--- config.mk ---
export PLATFORM = sky130hd
export DESIGN_NAME = id_ex_stage_flat
export DESIGN_NICKNAME = d
export VERILOG_FILES = /design/src/rtl/id_ex_stage_if.sv /design/src/rtl/id_ex_stage.sv /design/src/flat_wrapper.sv
export SDC_FILE = /design/constraint.sdc
export NUM_CORES = 1
export LEC_CHECK = 0
export ABC_AREA = 1
export CAP_MARGIN = 20
export CORE_MARGIN = 10
export CORE_UTILIZATION = 23
export CTS_CLUSTER_DIAMETER = 50
export CTS_CLUSTER_SIZE = 24
export DETAILED_ROUTE_END_ITERATION = 8
export GPL_TIMING_DRIVEN = 0
export PLACE_DENSITY = 0.52
export SYNTH_ARGS = -nofsm -noshare
export SYNTH_HDL_FRONTEND = slang
export SYNTH_SLANG_ARGS = --single-unit
export TNS_END_PERCENT = 10
--- constraint.sdc ---
create_clock -name clk -period 1.9 [get_ports clk]
set_clock_uncertainty 0.2 [all_clocks]
set_input_delay 0.38 -clock clk [delete_from_list [all_inputs] [get_ports clk]]
set_output_delay 0.38 -clock clk [all_outputs]
set_load 0.02 [all_outputs]
--- src/rtl/id_ex_stage_if.sv ---
`default_nettype none
// ============================================================================
// Module      : id_ex_stage_if
// Description : Bundle of the IF/ID, register-file, write-back and ID/EX
//               signals around the decode stage. The master modport is the
//               surrounding pipeline. The slave modport is the decode stage.
//   IF/ID in   : if_valid, if_instr, if_pc4, flush
//   RF         : rf_read_reg1/2 (to RF), rf_read_data1/2 (from RF)
//   WB         : wb_reg_write, wb_write_reg, wb_write_data
//   Status     : stall, illegal_instr
//   ID/EX out  : ex_valid, ex_pc4, ex_rs_data, ex_rt_data, ex_imm, ex_rs,
//                ex_rt, ex_dst, ex_alu_op and the control bits
// Revision    : 1.0 - initial release
// ============================================================================
interface id_ex_stage_if #(
  parameter int DATA_W = 32,
  parameter int ADDR_W = 5
);
  logic              if_valid;
  logic [31:0]       if_instr;
  logic [DATA_W-1:0] if_pc4;
  logic              flush;
  logic [ADDR_W-1:0] rf_read_reg1;
  logic [ADDR_W-1:0] rf_read_reg2;
  logic [DATA_W-1:0] rf_read_data1;
  logic [DATA_W-1:0] rf_read_data2;
  logic              wb_reg_write;
  logic [ADDR_W-1:0] wb_write_reg;
  logic [DATA_W-1:0] wb_write_data;
  logic              stall;
  logic              illegal_instr;
  logic              ex_valid;
  logic [DATA_W-1:0] ex_pc4;
  logic [DATA_W-1:0] ex_rs_data;
  logic [DATA_W-1:0] ex_rt_data;
  logic [DATA_W-1:0] ex_imm;
  logic [ADDR_W-1:0] ex_rs;
  logic [ADDR_W-1:0] ex_rt;
  logic [ADDR_W-1:0] ex_dst;
  logic              ex_reg_write;
  logic              ex_mem_read;
  logic              ex_mem_write;
  logic              ex_mem_to_reg;
  logic              ex_alu_src;
  logic              ex_branch;
  logic              ex_jump;
  logic [2:0]        ex_alu_op;

  modport master (
    output if_valid, if_instr, if_pc4, flush,
    input  rf_read_reg1, rf_read_reg2,
    output rf_read_data1, rf_read_data2,
    output wb_reg_write, wb_write_reg, wb_write_data,
    input  stall, illegal_instr,
    input  ex_valid, ex_pc4, ex_rs_data, ex_rt_data, ex_imm, ex_rs, ex_rt, ex_dst,
    input  ex_reg_write, ex_mem_read, ex_mem_write, ex_mem_to_reg,
    input  ex_alu_src, ex_branch, ex_jump, ex_alu_op
  );

  modport slave (
    input  if_valid, if_instr, if_pc4, flush,
    output rf_read_reg1, rf_read_reg2,
    input  rf_read_data1, rf_read_data2,
    input  wb_reg_write, wb_write_reg, wb_write_data,
    output stall, illegal_instr,
    output ex_valid, ex_pc4, ex_rs_data, ex_rt_data, ex_imm, ex_rs, ex_rt, ex_dst,
    output ex_reg_write, ex_mem_read, ex_mem_write, ex_mem_to_reg,
    output ex_alu_src, ex_branch, ex_jump, ex_alu_op
  );
endinterface
`default_nettype wire

--- src/rtl/id_ex_stage.sv ---
`default_nettype none
// ============================================================================
// Module      : id_ex_stage
// Description : MIPS decode stage plus the ID/EX pipeline register. It
//               decodes control, extends the immediate, bypasses same-cycle
//               WB writes, detects load-use hazards and applies EX flushes.
// Ports       : clk   - rising-edge clock
//               rst_n - asynchronous active-low reset
//               bus   - id_ex_stage_if.slave (IF/ID, RF, WB and ID/EX signals)
// Revision    : 1.0 - initial release
// ============================================================================
module id_ex_stage #(
  parameter int DATA_W = 32,
  parameter int ADDR_W = 5
) (
  input  logic         clk,
  input  logic         rst_n,
  id_ex_stage_if.slave bus
);

  // Opcodes
  localparam logic [5:0] OP_RTYPE = 6'h00;
  localparam logic [5:0] OP_J     = 6'h02;
  localparam logic [5:0] OP_BEQ   = 6'h04;
  localparam logic [5:0] OP_ADDI  = 6'h08;
  localparam logic [5:0] OP_SLTI  = 6'h0A;
  localparam logic [5:0] OP_ANDI  = 6'h0C;
  localparam logic [5:0] OP_ORI   = 6'h0D;
  localparam logic [5:0] OP_LUI   = 6'h0F;
  localparam logic [5:0] OP_LW    = 6'h23;
  localparam logic [5:0] OP_SW    = 6'h2B;
  // R-type function codes
  localparam logic [5:0] FN_ADD   = 6'h20;
  localparam logic [5:0] FN_SUB   = 6'h22;
  localparam logic [5:0] FN_AND   = 6'h24;
  localparam logic [5:0] FN_OR    = 6'h25;
  localparam logic [5:0] FN_SLT   = 6'h2A;
  // ALU operations
  localparam logic [2:0] ALU_ADD  = 3'd0;
  localparam logic [2:0] ALU_SUB  = 3'd1;
  localparam logic [2:0] ALU_AND  = 3'd2;
  localparam logic [2:0] ALU_OR   = 3'd3;
  localparam logic [2:0] ALU_SLT  = 3'd4;
  localparam logic [2:0] ALU_LUI  = 3'd5;

  // Instruction fields
  logic [5:0]        op;
  logic [5:0]        fn;
  logic [ADDR_W-1:0] rs;
  logic [ADDR_W-1:0] rt;
  logic [ADDR_W-1:0] rd;

  assign op = bus.if_instr[31:26];
  assign fn = bus.if_instr[5:0];
  assign rs = bus.if_instr[25:21];
  assign rt = bus.if_instr[20:16];
  assign rd = bus.if_instr[15:11];

  assign bus.rf_read_reg1 = rs;
  assign bus.rf_read_reg2 = rt;

  // Decoded control
  logic              dec_legal;
  logic              dec_reg_write;
  logic              dec_mem_read;
  logic              dec_mem_write;
  logic              dec_mem_to_reg;
  logic              dec_alu_src;
  logic              dec_branch;
  logic              dec_jump;
  logic [2:0]        dec_alu_op;
  logic [ADDR_W-1:0] dec_dst;
  logic [DATA_W-1:0] dec_imm;
  logic              dec_reads_rt;

  always_comb begin
    dec_legal      = 1'b0;
    dec_reg_write  = 1'b0;
    dec_mem_read   = 1'b0;
    dec_mem_write  = 1'b0;
    dec_mem_to_reg = 1'b0;
    dec_alu_src    = 1'b0;
    dec_branch     = 1'b0;
    dec_jump       = 1'b0;
    dec_alu_op     = ALU_ADD;
    dec_dst        = '0;
    dec_imm        = {{(DATA_W-16){bus.if_instr[15]}}, bus.if_instr[15:0]};
    dec_reads_rt   = 1'b0;
    case (op)
      OP_RTYPE: begin
        dec_reads_rt  = 1'b1;
        dec_dst       = rd;
        dec_reg_write = 1'b1;
        dec_legal     = 1'b1;
        case (fn)
          FN_ADD:  dec_alu_op = ALU_ADD;
          FN_SUB:  dec_alu_op = ALU_SUB;
          FN_AND:  dec_alu_op = ALU_AND;
          FN_OR:   dec_alu_op = ALU_OR;
          FN_SLT:  dec_alu_op = ALU_SLT;
          default: dec_legal  = 1'b0;
        endcase
      end
      OP_LW: begin
        dec_legal      = 1'b1;
        dec_mem_read   = 1'b1;
        dec_mem_to_reg = 1'b1;
        dec_reg_write  = 1'b1;
        dec_alu_src    = 1'b1;
        dec_dst        = rt;
      end
      OP_SW: begin
        dec_legal     = 1'b1;
        dec_mem_write = 1'b1;
        dec_alu_src   = 1'b1;
        dec_reads_rt  = 1'b1;
      end
      OP_BEQ: begin
        dec_legal    = 1'b1;
        dec_branch   = 1'b1;
        dec_alu_op   = ALU_SUB;
        dec_reads_rt = 1'b1;
      end
      OP_ADDI, OP_SLTI, OP_ANDI, OP_ORI, OP_LUI: begin
        dec_legal     = 1'b1;
        dec_reg_write = 1'b1;
        dec_alu_src   = 1'b1;
        dec_dst       = rt;
        case (op)
          OP_SLTI: dec_alu_op = ALU_SLT;
          OP_ANDI: begin
            dec_alu_op = ALU_AND;
            dec_imm    = {{(DATA_W-16){1'b0}}, bus.if_instr[15:0]};
          end
          OP_ORI: begin
            dec_alu_op = ALU_OR;
            dec_imm    = {{(DATA_W-16){1'b0}}, bus.if_instr[15:0]};
          end
          OP_LUI: begin
            dec_alu_op = ALU_LUI;
            dec_imm    = {bus.if_instr[15:0], {(DATA_W-16){1'b0}}};
          end
          default: dec_alu_op = ALU_ADD;
        endcase
      end
      OP_J: begin
        dec_legal = 1'b1;
        dec_jump  = 1'b1;
        // Word-aligned target without the PC region bits; EX merges those in.
        dec_imm   = {{(DATA_W-28){1'b0}}, bus.if_instr[25:0], 2'b00};
      end
      default: dec_legal = 1'b0;
    endcase
    // Writes to $0 are architecturally discarded, so never request them.
    if (dec_dst == '0) begin
      dec_reg_write = 1'b0;
    end
  end

  // Register-file read data with same-cycle WB bypass. The RF read is
  // combinational and misses a write landing on this edge; $0 is hardwired.
  logic [DATA_W-1:0] rs_data;
  logic [DATA_W-1:0] rt_data;

  always_comb begin
    rs_data = bus.rf_read_data1;
    rt_data = bus.rf_read_data2;
    if (rs == '0) begin
      rs_data = '0;
    end else if (bus.wb_reg_write && (bus.wb_write_reg == rs)) begin
      rs_data = bus.wb_write_data;
    end
    if (rt == '0) begin
      rt_data = '0;
    end else if (bus.wb_reg_write && (bus.wb_write_reg == rt)) begin
      rt_data = bus.wb_write_data;
    end
  end

  // ID/EX register state
  logic              ex_valid_q,      ex_valid_d;
  logic              ex_reg_write_q,  ex_reg_write_d;
  logic              ex_mem_read_q,   ex_mem_read_d;
  logic              ex_mem_write_q,  ex_mem_write_d;
  logic              ex_mem_to_reg_q, ex_mem_to_reg_d;
  logic              ex_alu_src_q,    ex_alu_src_d;
  logic              ex_branch_q,     ex_branch_d;
  logic              ex_jump_q,       ex_jump_d;
  logic [2:0]        ex_alu_op_q,     ex_alu_op_d;
  logic              illegal_q,       illegal_d;
  logic [DATA_W-1:0] ex_pc4_q;
  logic [DATA_W-1:0] ex_rs_data_q;
  logic [DATA_W-1:0] ex_rt_data_q;
  logic [DATA_W-1:0] ex_imm_q;
  logic [ADDR_W-1:0] ex_rs_q;
  logic [ADDR_W-1:0] ex_rt_q;
  logic [ADDR_W-1:0] ex_dst_q;

  // Load-use hazard: the load in EX produces its value too late for this
  // instruction. The bubble it inserts clears ex_valid, so it lasts one cycle.
  logic hazard;
  logic stall_w;
  logic accept;

  assign hazard = bus.if_valid && ex_valid_q && ex_mem_read_q && (ex_rt_q != '0) &&
                  ((ex_rt_q == rs) || (dec_reads_rt && (ex_rt_q == rt)));
  assign stall_w = hazard && !bus.flush;
  assign accept  = bus.if_valid && !bus.flush && !stall_w;

  always_comb begin
    ex_valid_d      = accept && dec_legal;
    illegal_d       = accept && !dec_legal;
    ex_reg_write_d  = 1'b0;
    ex_mem_read_d   = 1'b0;
    ex_mem_write_d  = 1'b0;
    ex_mem_to_reg_d = 1'b0;
    ex_alu_src_d    = 1'b0;
    ex_branch_d     = 1'b0;
    ex_jump_d       = 1'b0;
    ex_alu_op_d     = 3'd0;
    if (ex_valid_d) begin
      ex_reg_write_d  = dec_reg_write;
      ex_mem_read_d   = dec_mem_read;
      ex_mem_write_d  = dec_mem_write;
      ex_mem_to_reg_d = dec_mem_to_reg;
      ex_alu_src_d    = dec_alu_src;
      ex_branch_d     = dec_branch;
      ex_jump_d       = dec_jump;
      ex_alu_op_d     = dec_alu_op;
    end
  end

  always_ff @(posedge clk or negedge rst_n) begin
    if (!rst_n) begin
      ex_valid_q      <= 1'b0;
      illegal_q       <= 1'b0;
      ex_reg_write_q  <= 1'b0;
      ex_mem_read_q   <= 1'b0;
      ex_mem_write_q  <= 1'b0;
      ex_mem_to_reg_q <= 1'b0;
      ex_alu_src_q    <= 1'b0;
      ex_branch_q     <= 1'b0;
      ex_jump_q       <= 1'b0;
      ex_alu_op_q     <= 3'd0;
      ex_pc4_q        <= '0;
      ex_rs_data_q    <= '0;
      ex_rt_data_q    <= '0;
      ex_imm_q        <= '0;
      ex_rs_q         <= '0;
      ex_rt_q         <= '0;
      ex_dst_q        <= '0;
    end else begin
      ex_valid_q      <= ex_valid_d;
      illegal_q       <= illegal_d;
      ex_reg_write_q  <= ex_reg_write_d;
      ex_mem_read_q   <= ex_mem_read_d;
      ex_mem_write_q  <= ex_mem_write_d;
      ex_mem_to_reg_q <= ex_mem_to_reg_d;
      ex_alu_src_q    <= ex_alu_src_d;
      ex_branch_q     <= ex_branch_d;
      ex_jump_q       <= ex_jump_d;
      ex_alu_op_q     <= ex_alu_op_d;
      // Payload is don't-care under a bubble, so it loads unconditionally.
      ex_pc4_q        <= bus.if_pc4;
      ex_rs_data_q    <= rs_data;
      ex_rt_data_q    <= rt_data;
      ex_imm_q        <= dec_imm;
      ex_rs_q         <= rs;
      ex_rt_q         <= rt;
      ex_dst_q        <= dec_dst;
    end
  end

  assign bus.stall         = stall_w;
  assign bus.illegal_instr = illegal_q;
  assign bus.ex_valid      = ex_valid_q;
  assign bus.ex_pc4        = ex_pc4_q;
  assign bus.ex_rs_data    = ex_rs_data_q;
  assign bus.ex_rt_data    = ex_rt_data_q;
  assign bus.ex_imm        = ex_imm_q;
  assign bus.ex_rs         = ex_rs_q;
  assign bus.ex_rt         = ex_rt_q;
  assign bus.ex_dst        = ex_dst_q;
  assign bus.ex_reg_write  = ex_reg_write_q;
  assign bus.ex_mem_read   = ex_mem_read_q;
  assign bus.ex_mem_write  = ex_mem_write_q;
  assign bus.ex_mem_to_reg = ex_mem_to_reg_q;
  assign bus.ex_alu_src    = ex_alu_src_q;
  assign bus.ex_branch     = ex_branch_q;
  assign bus.ex_jump       = ex_jump_q;
  assign bus.ex_alu_op     = ex_alu_op_q;

endmodule
`default_nettype wire

--- src/flat_wrapper.sv ---
// flat-port wrapper written by rule: the top's interface ports become plain ports
module id_ex_stage_flat 
#(
  parameter int DATA_W = 32,
  parameter int ADDR_W = 5
)
  (clk, rst_n, bus_if_valid, bus_if_instr, bus_if_pc4, bus_flush, bus_rf_read_reg1, bus_rf_read_reg2, bus_rf_read_data1, bus_rf_read_data2, bus_wb_reg_write, bus_wb_write_reg, bus_wb_write_data, bus_stall, bus_illegal_instr, bus_ex_valid, bus_ex_pc4, bus_ex_rs_data, bus_ex_rt_data, bus_ex_imm, bus_ex_rs, bus_ex_rt, bus_ex_dst, bus_ex_reg_write, bus_ex_mem_read, bus_ex_mem_write, bus_ex_mem_to_reg, bus_ex_alu_src, bus_ex_branch, bus_ex_jump, bus_ex_alu_op);
  id_ex_stage_if #(.DATA_W(DATA_W), .ADDR_W(ADDR_W)) bus_i ();
  input  logic clk;
  input  logic rst_n;
  input wire logic [$bits(bus_i.if_valid)-1:0] bus_if_valid;
  input wire logic [$bits(bus_i.if_instr)-1:0] bus_if_instr;
  input wire logic [$bits(bus_i.if_pc4)-1:0] bus_if_pc4;
  input wire logic [$bits(bus_i.flush)-1:0] bus_flush;
  output wire logic [$bits(bus_i.rf_read_reg1)-1:0] bus_rf_read_reg1;
  output wire logic [$bits(bus_i.rf_read_reg2)-1:0] bus_rf_read_reg2;
  input wire logic [$bits(bus_i.rf_read_data1)-1:0] bus_rf_read_data1;
  input wire logic [$bits(bus_i.rf_read_data2)-1:0] bus_rf_read_data2;
  input wire logic [$bits(bus_i.wb_reg_write)-1:0] bus_wb_reg_write;
  input wire logic [$bits(bus_i.wb_write_reg)-1:0] bus_wb_write_reg;
  input wire logic [$bits(bus_i.wb_write_data)-1:0] bus_wb_write_data;
  output wire logic [$bits(bus_i.stall)-1:0] bus_stall;
  output wire logic [$bits(bus_i.illegal_instr)-1:0] bus_illegal_instr;
  output wire logic [$bits(bus_i.ex_valid)-1:0] bus_ex_valid;
  output wire logic [$bits(bus_i.ex_pc4)-1:0] bus_ex_pc4;
  output wire logic [$bits(bus_i.ex_rs_data)-1:0] bus_ex_rs_data;
  output wire logic [$bits(bus_i.ex_rt_data)-1:0] bus_ex_rt_data;
  output wire logic [$bits(bus_i.ex_imm)-1:0] bus_ex_imm;
  output wire logic [$bits(bus_i.ex_rs)-1:0] bus_ex_rs;
  output wire logic [$bits(bus_i.ex_rt)-1:0] bus_ex_rt;
  output wire logic [$bits(bus_i.ex_dst)-1:0] bus_ex_dst;
  output wire logic [$bits(bus_i.ex_reg_write)-1:0] bus_ex_reg_write;
  output wire logic [$bits(bus_i.ex_mem_read)-1:0] bus_ex_mem_read;
  output wire logic [$bits(bus_i.ex_mem_write)-1:0] bus_ex_mem_write;
  output wire logic [$bits(bus_i.ex_mem_to_reg)-1:0] bus_ex_mem_to_reg;
  output wire logic [$bits(bus_i.ex_alu_src)-1:0] bus_ex_alu_src;
  output wire logic [$bits(bus_i.ex_branch)-1:0] bus_ex_branch;
  output wire logic [$bits(bus_i.ex_jump)-1:0] bus_ex_jump;
  output wire logic [$bits(bus_i.ex_alu_op)-1:0] bus_ex_alu_op;
  assign bus_i.if_valid = bus_if_valid;
  assign bus_i.if_instr = bus_if_instr;
  assign bus_i.if_pc4 = bus_if_pc4;
  assign bus_i.flush = bus_flush;
  assign bus_rf_read_reg1 = bus_i.rf_read_reg1;
  assign bus_rf_read_reg2 = bus_i.rf_read_reg2;
  assign bus_i.rf_read_data1 = bus_rf_read_data1;
  assign bus_i.rf_read_data2 = bus_rf_read_data2;
  assign bus_i.wb_reg_write = bus_wb_reg_write;
  assign bus_i.wb_write_reg = bus_wb_write_reg;
  assign bus_i.wb_write_data = bus_wb_write_data;
  assign bus_stall = bus_i.stall;
  assign bus_illegal_instr = bus_i.illegal_instr;
  assign bus_ex_valid = bus_i.ex_valid;
  assign bus_ex_pc4 = bus_i.ex_pc4;
  assign bus_ex_rs_data = bus_i.ex_rs_data;
  assign bus_ex_rt_data = bus_i.ex_rt_data;
  assign bus_ex_imm = bus_i.ex_imm;
  assign bus_ex_rs = bus_i.ex_rs;
  assign bus_ex_rt = bus_i.ex_rt;
  assign bus_ex_dst = bus_i.ex_dst;
  assign bus_ex_reg_write = bus_i.ex_reg_write;
  assign bus_ex_mem_read = bus_i.ex_mem_read;
  assign bus_ex_mem_write = bus_i.ex_mem_write;
  assign bus_ex_mem_to_reg = bus_i.ex_mem_to_reg;
  assign bus_ex_alu_src = bus_i.ex_alu_src;
  assign bus_ex_branch = bus_i.ex_branch;
  assign bus_ex_jump = bus_i.ex_jump;
  assign bus_ex_alu_op = bus_i.ex_alu_op;
  id_ex_stage #(.DATA_W(DATA_W), .ADDR_W(ADDR_W)) u_core (.clk(clk), .rst_n(rst_n), .bus(bus_i));
endmodule
# Word level (Yosys, flattened, before mapping)
# Cells that the tools add are included.
dict set report classes {
  eq_ne 18
  mux 27
  n_reduce_logical 29
}
# cell count
set ops {}
lappend ops {{$mux 32} 4}
lappend ops {{$pmux 32 s2} 2}
lappend ops {{$eq 6x6->1 const B} 7}
lappend ops {{$eq 6x4->1 const B} 5}
lappend ops {{$pmux 3 s4} 2}
lappend ops {{$eq 5x5->1} 4}
lappend ops {{$logic_not 5->1} 3}
lappend ops {{$mux 1} 15}
lappend ops {{$reduce_or 7->1} 2}
lappend ops {{$logic_and 1x1->1} 12}
lappend ops {{$pmux 5 s2} 1}
lappend ops {{$reduce_or 5->1} 2}
lappend ops {{$pmux 3 s3} 1}
lappend ops {{$reduce_or 9->1} 1}
lappend ops {{$eq 6x2->1 const B} 1}
lappend ops {{$eq 6x3->1 const B} 1}
lappend ops {{$logic_not 6->1} 1}
lappend ops {{$reduce_or 6->1} 1}
lappend ops {{$reduce_bool 5->1} 1}
lappend ops {{$logic_not 1->1} 3}
lappend ops {{$mux 3} 1}
lappend ops {{$reduce_or 3->1} 1}
lappend ops {{$pmux 1 s2} 1}
lappend ops {{$reduce_or 2->1} 1}
lappend ops {{$logic_or 1x1->1} 1}
dict set report word_totals {
  regBits 154
  output_inout_bits 166
  elab_cells 90
}

# Logic depth before layout (Yosys ltp)
dict set report depth {
  ltp_word 11
  depth_mapped 10
  mapped_depth_nobuf 10
}

# Worst setup path after synthesis
# Ideal clock, no wire load.
dict set report synth_path {
  kind {register -> output}
  start {register u_core.ex_rt_q[3] (netlist: u_core.bus.ex_rt[3])}
  end {output port bus_stall}
  t_arrival_ns 1.177
  required_time_ns 1.320
  setup_slack_ns 0.143
  stages_incl_launch_ff 9
  cell_sequence {dfrtp_1 inv_1 nand2_1 nand2_1 nor2_1 nand2_1 o21ai_1 nand2_1 inv_1}
}
dict set report synth_between {
  elab_chain_cells 5
  word_cells_on_any_way 8
  cone_classes {eq/ne: 2; reduce/logical: 6}
}
# element line
set synth_rtl {}
lappend synth_rtl {{start: declaration} id_ex_stage.sv:196} ;# logic [ADDR_W-1:0] ex_rt_q;
lappend synth_rtl {{start signal: assignment} id_ex_stage.sv:269} ;# ex_rt_q <= rt;
lappend synth_rtl {{$eq 5x5->1} id_ex_stage.sv:206} ;# ((ex_rt_q == rs) || (dec_reads_rt && (ex_rt_q == rt)));
lappend synth_rtl {{$logic_and 1x1->1} id_ex_stage.sv:206}
lappend synth_rtl {{$logic_or 1x1->1} id_ex_stage.sv:206}
lappend synth_rtl {{$logic_and 1x1->1 *} id_ex_stage.sv:205} ;# assign hazard = bus.if_valid && ex_valid_q && ex_mem_read_q && (ex_rt_q != '0) &&
lappend synth_rtl {{$logic_and 1x1->1 *} id_ex_stage.sv:207} ;# assign stall_w = hazard && !bus.flush;
lappend synth_rtl {{end: declaration} flat_wrapper.sv:22} ;# output wire logic [$bits(bus_i.stall)-1:0] bus_stall;
# Mark *: on every way between the ends. The rest lies on a longest branch, timed or not.

# Final worst setup path
dict set report layout_path {
  start {input port bus_if_instr[27]}
  end {output port bus_stall}
}
dict set report layout_between {
  elab_chain_cells 7
  word_cells_on_any_way 9
  cone_classes {eq/ne: 2; mux: 1; reduce/logical: 6}
}
# element line
set layout_rtl {}
lappend layout_rtl {{start: declaration} flat_wrapper.sv:12} ;# input wire logic [$bits(bus_i.if_instr)-1:0] bus_if_instr;
lappend layout_rtl {{$eq 6x6->1, or another cell as far along} id_ex_stage.sv:89} ;# case (op)
lappend layout_rtl {{$reduce_or 3->1 (no line) *} n/a}
lappend layout_rtl {{$mux 1 *} id_ex_stage.sv:89}
lappend layout_rtl {{$logic_and 1x1->1 *} id_ex_stage.sv:206}
lappend layout_rtl {{$logic_or 1x1->1 *} id_ex_stage.sv:206}
lappend layout_rtl {{$logic_and 1x1->1 *} id_ex_stage.sv:205}
lappend layout_rtl {{$logic_and 1x1->1 *} id_ex_stage.sv:207}
# Marks and branches as above.

==> impl_metrics.py <==
metrics = {
    "status": {
        "status": "finished, violations left",
        "failed_checks": "negative setup slack",
    },
    "sta": {
        "period_needed_ns": 2.15,
        "rsz0062_at_grt": "yes",
        "max_freq_mhz": 466,
        "setup_viol_count_final": 2,
        "final_max_slew_viol_count": 0,
        "min_period_over_period_pct": 113,
        "whs_ns": 0.0961,
        "hold_viol": 0,
        "fin_ws_ns": -0.247,
        "slew_headroom_pct": 59.9,
        "worst_slew_pin_slew_ns": 0.602,
    },
    "setup_path": {
        "cp.arrival_ns": 1.57,
        "worstSetupPathType": "primary input to primary output",
        "cp-start-kind": "primary input",
        "cp_data_required_time_ns": 1.32,
        "worstSetupEndpointType": "primary output",
        "critPathMaxFanout": 5,
    },
    "cts": {
        "cts_buffers": 17,
        "cts_tree": "yes",
        "clkTransAtPathRegs_ns": 0.07,
        "htreeDepth": 4,
        "cts-root-buf": "clkbuf_16",
        "clk_latency_ns": 0.42,
        "clock_path_buffers": 2,
        "cts.sinks": 154,
    },
    "pwr": {
        "p_leak_nw": 5.04,
        "p_total_w": 0.00867,
        "peakVddDrop_mv": 0.641,
        "powerDensity_nw_per_um2": 809,
    },
    "yosys": {
        "ys_warn_count": 0,
        "synth_edf_count": 0,
        "synthCells": 623,
        "avgSynthCellArea_um2": 10.1,
        "yosys.area.top_type": "dfrtp_1",
        "ys_seq_area_share_pct": 61.0,
        "yosys-top-cells-count": "dfrtp_1, nand2_1, a21oi_1, nand4_1, inv_1",
        "yosysUniqueCellTypes": 32,
        "yosysMostFrequentCell": "dfrtp_1",
        "ys_async_sr_fraction_pct": 100,
        "ys.flop_type": "dfrtp_1",
        "ys_seq_elements": 154,
        "synth_nets": 793,
        "synth_top_cell_area_share_pct": 61.0,
        "synthesis.area_um2": 6320,
        "yosys-top-cells-area": "dfrtp_1, nand4_1, nand2_1",
    },
    "grt": {
        "grt_start_max_net_pins": 82,
        "antenna_found_initial": 1,
        "overflow": 0,
        "grt_use_total_pct": 15.5,
        "grt_first_pass_wirelength_um": 40000,
        "grt_pass1_vias": 6308,
    },
    "die": {
        "dieArea_um2": 34500,
        "num_rows": 60,
        "core-area_um2": 27000,
        "fp.dieH_um": 186,
        "die_w_um": 186,
        "io_pins": 336,
        "start_util_pct": 23.4,
    },
    "drt": {
        "drt_iter0_drc": 374,
        "ant_nets": 0,
        "vias": 5914,
        "drt_pre_antenna_iters": 4,
        "avgRoutedWirePerCell_um": 20.5,
        "drc_errors": 0,
        "via_per_inst": 4.41,
        "routed_wl_um": 27500,
    },
    "place": {
        "port-buffer-count": 335,
        "globalplace.congestion": 0.793,
        "hpwlAfterDp_um": 21600,
    },
    "final_layout": {
        "drive_above_1_share_pct": 16.1,
        "nFillCells": 2709,
        "nets": 1157,
        "area_growth_pct": 69.4,
    },
    "worst_hold_path": {
        "min_path_type": "primary input to flip-flop",
    },
    "job": {
        "drv_cap": 0,
    },
}
==> registers in the layout, summed over array words and instances (netlist names) <==
signal,flops
u_core.bus.ex_alu_op,3
u_core.bus.ex_alu_src,1
u_core.bus.ex_branch,1
u_core.bus.ex_dst,5
u_core.bus.ex_imm,32
u_core.bus.ex_jump,1
u_core.bus.ex_mem_read,1
u_core.bus.ex_mem_write,1
u_core.bus.ex_pc4,32
u_core.bus.ex_reg_write,1
u_core.bus.ex_rs,5
u_core.bus.ex_rs_data,32
u_core.bus.ex_rt,5
u_core.bus.ex_rt_data,32
u_core.bus.ex_valid,1
u_core.bus.illegal_instr,1
==> power by group <==
| part | internal [W] | switching, W |
|---|---|---|
| logic | 0.000680 | 0.000904 |
| registers | 0.00347 | 0.0000509 |
| clock network | 0.00200 | 0.00157 |
| total | 0.00614 | 0.00252 |
==> what timing repair did <==
item,CTS,global route
gates cloned,0,1
hold buffers,1,0
gates resized for setup,220,17
setup endpoints to repair,233,74
setup buffers,8,2
pin swaps,7,6
endpoints found under the hold margin,73,0
==> stage by stage <==
| step | utilization (%) | cells | instance area (um2) | setup WS (ns) | TNS, ns |
|---|---|---|---|---|---|
| after global placement | 37.4 | 1299 | 10100 | -6.62 | -1112.69 |
| final | 39.6 | 1342 | 10700 | -0.247 | -0.476 |
| after detailed placement | 37.5 | 1300 | 10100 | -1.27 | -96.13 |
| after global routing | 39.6 | 1341 | 10700 | -0.375 | -2.86 |
| after floorplan | - | 623 | 6320 | 0.143 | 0 |
| after CTS | 39.5 | 1341 | 10700 | -0.277 | -2.22 |
==> cell families (layout without fill, tap and decap cells) <==
| kind of cell | Yosys count | in the layout | synth area share [%] |
|---|---|---|---|
| DFF | 154 | 154 | 61.0 |
| other | 0 | 1 | 0 |
| xor gates and xnor gates | 8 | 8 | 1.11 |
| and+or+nand+nor | 233 | 234 | 19.2 |
| buffers and inverters | 102 | 478 | 7.50 |
| AOI/OAI and AO/OA | 126 | 126 | 11.2 |
==> cell usage in the layout (no fill, tap or decap), types with 4 or more instances in the layout <==
cell type,count
dlygate4sd2_1,161
dfrtp_1,153
clkdlybuf4s50_1,152
nand2_1,99
a21oi_1,69
nand4_1,66
inv_1,42
buf_4,31
buf_2,22
clkbuf_16,17
nor2_2,16
o22ai_1,16
nor2_1,15
nand3_1,14
o21ai_1,13
inv_2,12
o211ai_1,11
nand3_2,9
clkbuf_1,8
o21ai_0,7
inv_6,7
clkdlybuf4s15_2,6
a21oi_4,5
xnor2_1,4
xor2_1,4
==> final timing paths <==
| check | from | end | slack (ns) | cells past startpoint |
|---|---|---|---|---|
| min reg2reg | u_core.bus.ex_valid$_DFF_PN0_ | u_core.bus.ex_alu_src$_DFF_PN0_ | 0.77 | 7 |
| min in group asynchronous | rst_n | u_core.bus.ex_alu_op[2]$_DFF_PN0_ | 0.28 | 2 |
| max | bus_if_instr[27] | bus_stall | -0.25 | 9 |
| max in group asynchronous | rst_n | u_core.bus.ex_rt_data[14]$_DFF_PN0_ | 0.35 | 3 |
| min | bus_if_instr[20] | u_core.bus.ex_rt[4]$_DFF_PN0_ | 0.1 | 1 |
| max reg2reg | u_core.bus.ex_rt[4]$_DFF_PN0_ | u_core.bus.ex_reg_write$_DFF_PN0_ | 0.18 | 9 |
==> area by class of cell <==
| cell class | count | area, um2 | area share, % |
|---|---|---|---|
| flip-flops and latches | 154 | 3850 | 36.0 |
| repair buffers | 344 | 3230 | 30.1 |
| multi-input cells | 368 | 2110 | 19.7 |
| well taps | 341 | 427 | 3.98 |
| clock buffers | 17 | 425 | 3.97 |
| plain buffers | 48 | 280 | 2.62 |
| inverters | 54 | 203 | 1.89 |
| clock inverters | 15 | 180 | 1.68 |
| diodes | 1 | 2.50 | 0.0234 |
==> per-layer routing <==
layer | share of wire (%) | GRT usage, % | up-vias
li1 | - | - | 2850
met4 | 1.8 | 4.19 | 0
met3 | 9.2 | 5.34 | 24
met2 | 49 | 26.4 | 222
met1 | 40 | 18.2 | 2818
met5 | 0 | 0 | -
==> critical path: stages <==
cell and delay [ns]:
dlygate4sd2_1 0.30, nor2_2 0.20, nand3_1 0.15, nand2_2 0.11
nand2_1 0.06, o21ai_2 0.10, nand2_1 0.07, inv_1 0.07
buf_6 0.12
(Power assumes the default switching activity.)
